**src/rtl/whack_judge.sv**
```systemverilog
// Debounces the registered key stream into single press events and judges each
// press against the raised mole, keeping saturating hit and miss counters.
module whack_judge #(
  parameter int unsigned DEBOUNCE_CYCLES = 4,
  parameter int unsigned NUM_HOLES       = 9,
  parameter int unsigned SCORE_W         = 8
) (
  input  logic               clk,
  input  logic               reset,
  input  logic [3:0]         key,
  input  logic [3:0]         mole_pos,
  input  logic               mole_up,
  input  logic               clear,
  output logic               hit,
  output logic               miss,
  output logic [3:0]         last_key,
  output logic [SCORE_W-1:0] score,
  output logic [SCORE_W-1:0] miss_count
);

  localparam int unsigned CNT_W = $clog2(DEBOUNCE_CYCLES + 1);
  localparam logic [3:0]       KEY_NONE = 4'd15;
  localparam logic [3:0]       HOLES    = 4'(NUM_HOLES);
  localparam logic [CNT_W-1:0] CNT_ONE  = CNT_W'(1);
  localparam logic [CNT_W-1:0] CNT_MAX  = CNT_W'(DEBOUNCE_CYCLES);
  localparam bit               SINGLE   = (DEBOUNCE_CYCLES == 1);

  typedef enum logic [1:0] {
    IDLE     = 2'd0,
    DEBOUNCE = 2'd1,
    HELD     = 2'd2,
    RELEASE  = 2'd3
  } state_t;

  state_t           state_q, state_d;
  logic [3:0]       cand_q, cand_d;
  logic [CNT_W-1:0] cnt_q, cnt_d;
  logic [CNT_W-1:0] cnt_inc_c;
  logic             valid_c;
  logic             match_c;
  logic             fire_c;

  assign valid_c   = (key < HOLES);
  assign cnt_inc_c = cnt_q + CNT_ONE;
  // An event always fires on a valid sample equal to the candidate, so key names the press.
  assign match_c   = mole_up && (mole_pos < HOLES) && (mole_pos == key);

  // State register
  always_ff @(posedge clk or negedge reset) begin
    if (!reset) begin
      state_q <= IDLE;
      cand_q  <= KEY_NONE;
      cnt_q   <= '0;
    end else begin
      state_q <= state_d;
      cand_q  <= cand_d;
      cnt_q   <= cnt_d;
    end
  end

  // Press/release debounce and event strobe
  always_comb begin
    state_d = state_q;
    cand_d  = cand_q;
    cnt_d   = cnt_q;
    fire_c  = 1'b0;
    case (state_q)
      IDLE: begin
        if (valid_c) begin
          cand_d = key;
          cnt_d  = CNT_ONE;
          if (SINGLE) begin
            state_d = HELD;
            fire_c  = 1'b1;
          end else begin
            state_d = DEBOUNCE;
          end
        end
      end
      DEBOUNCE: begin
        if (!valid_c) begin
          state_d = IDLE;
        end else if (key == cand_q) begin
          cnt_d = cnt_inc_c;
          if (cnt_inc_c == CNT_MAX) begin
            state_d = HELD;
            fire_c  = 1'b1;
          end
        end else begin
          cand_d = key;
          cnt_d  = CNT_ONE;
        end
      end
      HELD: begin
        if (!valid_c) begin
          cnt_d   = CNT_ONE;
          state_d = SINGLE ? IDLE : RELEASE;
        end
      end
      RELEASE: begin
        if (valid_c) begin
          state_d = HELD;
        end else begin
          cnt_d = cnt_inc_c;
          if (cnt_inc_c == CNT_MAX) state_d = IDLE;
        end
      end
      default: state_d = IDLE;
    endcase
  end

  // Registered judgement outputs; clear beats increment but not the pulse
  always_ff @(posedge clk or negedge reset) begin
    if (!reset) begin
      hit        <= 1'b0;
      miss       <= 1'b0;
      last_key   <= KEY_NONE;
      score      <= '0;
      miss_count <= '0;
    end else begin
      hit  <= fire_c && match_c;
      miss <= fire_c && !match_c;
      if (fire_c) last_key <= cand_d;
      if (clear) begin
        score <= '0;
      end else if (fire_c && match_c && (score != '1)) begin
        score <= score + SCORE_W'(1);
      end
      if (clear) begin
        miss_count <= '0;
      end else if (fire_c && !match_c && (miss_count != '1)) begin
        miss_count <= miss_count + SCORE_W'(1);
      end
    end
  end

endmodule

```
**config.mk**
```make
export PLATFORM = sky130hd
export DESIGN_NAME = whack_judge
export DESIGN_NICKNAME = d
export VERILOG_FILES = /design/src/rtl/whack_judge.sv
export SDC_FILE = /design/constraint.sdc
export NUM_CORES = 1
export LEC_CHECK = 0
export ABC_AREA = 1
export BUFFER_PORTS_ARGS = -buffer_cell sky130_fd_sc_hd__buf_2
export CORE_ASPECT_RATIO = 1.4
export CORE_MARGIN = 4
export CORE_UTILIZATION = 45
export CTS_CLUSTER_DIAMETER = 60
export DETAILED_ROUTE_END_ITERATION = 12
export PLACE_DENSITY = 0.67
export REMOVE_ABC_BUFFERS = 1
export SETUP_SLACK_MARGIN = 0.3
export SYNTH_ARGS = -nofsm -noshare
export SYNTH_HDL_FRONTEND = slang
export SYNTH_SLANG_ARGS = --single-unit
export TNS_END_PERCENT = 30
```
**constraint.sdc**
```tcl
create_clock -name clk -period 2.7 [get_ports clk]
set_clock_uncertainty 0.15 [all_clocks]
set_input_delay 0.135 -clock clk [delete_from_list [all_inputs] [get_ports clk]]
set_output_delay 0.135 -clock clk [all_outputs]
set_load 0.03 [all_outputs]
```
After elaboration in Yosys (flattened, before gate mapping). Cells that the tools add are included. W data, S select, Z words.

Register bits: 31. Input port bits: 12. Output and inout bits: 22. Logic and storage cells: 66.

Add/sub/neg operators: 3. $lt $le $gt $ge: 2. Equal/unequal tests: 15. Multiplexer cells: 26. Reductions and logical operators: 12.

Operators with widths (count): $mux W8 (4); $add A8 B1 Y8 const B (2); $ne A8 B8 Y1 const B (2); $mux W3 (5); $mux W2 (7); $mux W4 (3); $pmux W3 S4 (1); $ne A3 B3 Y1 const B (3); $eq A4 B4 Y1 (2); $lt A4 B4 Y1 const B (2); $ne A2 B2 Y1 const B (4); $pmux W2 S4 (1); $pmux W4 S2 (1); $logic_and A1 B1 Y1 (6); $reduce_and A5 Y1 (1); $eq A2 B2 Y1 const B (2); $mux W1 (4); $reduce_and A4 Y1 (1); $reduce_bool A2 Y1 (2); $add A3 B1 Y3 const B (1); $eq A3 B3 Y1 const B (1); $eq A2 B1 Y1 const B (1); $logic_not A2 Y1 (1); $logic_not A1 Y1 (1).

Depth between registers and ports, before layout.
Depth after elaboration: 10. Gate-level depth with buffers: 11. Mapped depth without buffers: 10.

Worst setup path after synthesis. Ideal clock, no wire load.

Kind: flip-flop to flip-flop. Start point: register score[0]. End point: register score[2]. Setup time: 0.066 ns. Arrival: 1.614 ns. Required time: 2.484 ns. Setup slack: 0.870 ns. Cell stages (with the launch flop): 8. Buffers on the path: 0. Period minus slack after synthesis: 1.830 ns. Cells stage by stage: dfrtp_1 > ha_1 > nand3_1 > nor2_1 > nand3_1 > nand3_2 > nand3_1 > nand2_1.

Word-level cells in the longest chain between the ends: 3. Elaborated cells on any way between the ends: 6. Classes of those cells: 1 x add/sub; 1 x eq/ne; 2 x mux; 2 x reduce/logical.

Ends and longest elaborated chain: start: declaration (line 17) `output logic [SCORE_W-1:0] score,`; start signal: assignment (line 127) `score <= score + SCORE_W'(1);`; $add A8 B1 Y8 or $ne A8 B8 Y1 (tied branches) (line 127, 126); $mux W8 or $logic_and A1 B1 Y1 (tied branches) (line 126) `end else if (fire_c && match_c && (score != '1)) begin`; $mux W8 or $reduce_bool A2 Y1 (tied branches).

Parallel ways exist; a longest one is shown, timed or not. The select of a mux whose other input is x is not followed. A chain may end at the register's enable or synchronous reset.

Final worst setup path. Same ends and word-level chain as after synthesis.

==> metrics.csv <==
stage,metric,value,unit
grt,grt-ovfl-total,0,
worst_setup_path,cp_max_fo,9,
clock_tree,cts_tree,built,
yosys,synth_cell_types,28,
power_and_ir_drop,p_per_area,668,mW/mm2
cells_and_area,syn_to_final_growth,16.2,%
yosys,synth_area_leader_cell,dfrtp_1,
place,placed_area,0.00205,mm2
clock_tree,htreeDepth,2,
cells_and_area,fillCellCount,387,
die,io_pins,34,
worst_setup_path,rr_startpoint,score[0],
power_and_ir_drop,max-vdd-ir-drop,0.504,mV
die,dieWidth,62.3,um
worst_setup_path,endpoint_kind,flip-flop,
timing,min_period,1900,ps
die,dieArea,0.00523,mm2
place,gp_congestion,0.822,
cells_and_area,drive_gt1_share,21.8,%
worst_setup_path,worstSetupStartpointType,flip-flop,
timing,fin_hold_ws,35.9,ps
yosys,synth_edf_count,0,
cells_and_area,fin_nets,300,
timing,fmax,526,MHz
yosys,synth_cells,247,
worst_setup_path,worst_path_largest_cell_delay,410,ps
worst_setup_path,crit_type,flip-flop to flip-flop,
yosys,synth.ff_latch_count,31,
worst_setup_path,cp_data_required_time,2760,ps
flow_run,drv_cap,0,
timing,rsz0062_at_grt,no,
clock_tree,clk_path_buf_depth,2,
die,dieHeight,84.0,um
cells_and_area,final_area,0.00216,mm2
timing,setup_violations,0,
yosys,synth_area_leaders,"dfrtp_1 31%, nand2_1 16%, dfstp_2 11%, nand3_1 8.6%, inv_1 5.5%",
detailed_routing,drc,0,
worst_setup_path,ff2ff_setup_slack,800,ps
status,outcome,finished clean,
timing,report.final.slew_viol_count,0,
die,coreArea,0.00395,mm2
clock_tree,cts_buffers,5,
yosys,synth_warnings,0,
detailed_routing,dr.pass1.iters,4,
grt,grt_max_degree,32,
timing,fin_crit_sh,70.4,%
worst_setup_path,crit_slowest_cell,dfrtp_1,
yosys,synth.avg_cell_area,7.51,um2
detailed_routing,drtIter0Drc,96,
worst_setup_path,cpMostUsedCell,nand3_1,
yosys,ys_seq_area_share,42.3,%
place,preCtsSetupSlack,802,ps
die,initial_core_util,46.9,%
grt,antenna_found_initial,0,
detailed_routing,via_per_inst,5.06,
grt,grt_usage,16.1,%
worst_setup_path,arrival,1960,ps
clock_tree,clock_latency,280,ps
yosys,async_flop_share,100,%
detailed_routing,vias,1659,
worst_setup_path,r2r_cells,7,
grt,grt_pass1_wl,7.00,mm
detailed_routing,routed_wl,3.91,mm
clock_tree,numClockSinks,31,
hold_path,worstHoldPathType,primary input to flip-flop,
detailed_routing,wl_per_cell,11.9,um
timing,setup_slack,799,ps
yosys,synth-main-ff-cell,dfrtp_1,
cells_and_area,antenna_cells,0,
yosys,syn_area,0.00186,mm2
hold_path,hold-path-endpoint,cand_q[2],
yosys,synth_top_area_share,31.0,%
worst_setup_path,timing.rr.end,score[2],
die,rows,27,
clock_tree,cts-root-buf,clkbuf_8,
hold_path,whs_path_depth,3,
worst_setup_path,critical_path.cell_chain,"ha_1, nand3_1, nor2_1, nand3_1, nand3_2, nand3_1, nand2_1",
power_and_ir_drop,leakage,1.23,nW
timing,max_slew.worst_pin.slew,702,ps
timing,setup_tns,0,ps
hold_path,holdCritStartpoint,key[2],
timing,finalHoldViolCount,0,
place,dp_hpwl,2.85,mm
clock_tree,clk_pin_slew,60,ps
place,portBuffers,33,
timing,max_slew_margin,52.9,%
detailed_routing,antenna_left,0,
grt,grt_pass1_vias,1519,
clock_tree,cts-resized-gates,0,
==> sequential cells by signal (all words and copies together), names as in the netlist, named ones only <==
register	count
score	8
cnt_q	3
last_key	4
state_q	1
cand_q	4
miss_count	8
miss	1
hit	1
==> worst max path at each step <==
stage | to | start | slack, ps
floorplan | miss_count[0] | miss_count[0] | 860
global placement | score[5] | score[0] | 800
detailed placement | score[5] | score[0] | 800
CTS | score[2] | score[0] | 800
global route | score[6] | score[0] | 580
finish | score[2] | score[0] | 800
==> synthesized netlist by cell type (4+ instances only) <==
master   count
nor2_1      20
o21ai_0      7
nand4_1     10
nand3_1     32
xor2_1       6
dfstp_2      8
dfrtp_1     23
nand2_1     79
inv_1       27
ha_1         4
==> per-stage QoR <==
step           cells  total power [mW]  utilization [%]
6_report         328              1.44             54.5
5_1_grt          328              1.56             54.5
4_1_cts          328              1.46             54.5
3_5_place_dp     319              1.08             52.0
3_3_place_gp     319              1.07             52.0
2_1_floorplan    243             0.964                -
==> worst max-delay path: cells and delay by family (launching register included) <==
family        cells  cell delay [ps]
flops             1              410
simple gates      6             1050
fa+ha+maj         1              230
==> power by group <==
| part | total [mW] | internal, mW | switching, mW |
|---|---|---|---|
| Sequential | 0.640 | 0.573 | 0.0673 |
| Clock | 0.376 | 0.205 | 0.170 |
| Combinational | 0.425 | 0.147 | 0.278 |
| Total | 1.44 | 0.925 | 0.515 |
==> layout by cell type, fill, tap and decap left out <==
cell and n:
nand3_4 1, clkbuf_8 6, nor3_1 1, dfrtp_1 23
nor2_1 20, nand2_2 2, o21ai_1 1, o21ai_0 7
a21oi_1 3, inv_1 27, o21a_1 2, inv_2 3
ha_1 4, nand3_1 32, clkinv_1 2, xor2_1 6
clkinv_2 1, dlygate4sd3_1 1, buf_2 33, nand2_1 79
clkbuf_1 1, o22ai_1 1, nand3_2 2, xnor2_1 2
nor2_4 3, a21o_1 1, nand4_1 10, nand2_4 2
dfstp_2 8, nor2_8 1
==> layer usage <==
metal  vias up  global-route usage (%)  part of all wire, %  wire (um)
met4         0                    5.79                  1.6         63
met5         -                       0                    0          0
met1       757                    19.6                   42       1660
met3         7                    3.50                  4.9        193
li1        860                       -                    -          -
met2        35                    27.6                   51       2000
==> cell families after synthesis <==
| group | count (synthesis) | synth area share [%] |
|---|---|---|
| flops | 31 | 42.3 |
| xor+xnor | 8 | 3.78 |
| buf+inv | 36 | 7.55 |
| compound gates | 15 | 4.52 |
| fa+ha+maj | 4 | 2.70 |
| simple gates | 153 | 39.1 |
==> cell type report <==
cell class | instances | area (um2) | share of cell area [%]
Sequential cell | 31 | 786 | 36.4
Tap cell | 43 | 53.8 | 2.50
Clock inverter | 1 | 5.00 | 0.232
Inverter | 32 | 120 | 5.57
Timing Repair Buffer | 34 | 175 | 8.13
Multi-Input combinational cell | 180 | 930 | 43.1
Clock buffer | 7 | 86.3 | 4.00
==> timing repair <==
item                      in CTS  in global routing
hold endpoints to repair      23                  0
buffers inserted               0                  0
hold buffers                   1                  0
Note: power is estimated with default switching activity, not from simulation.
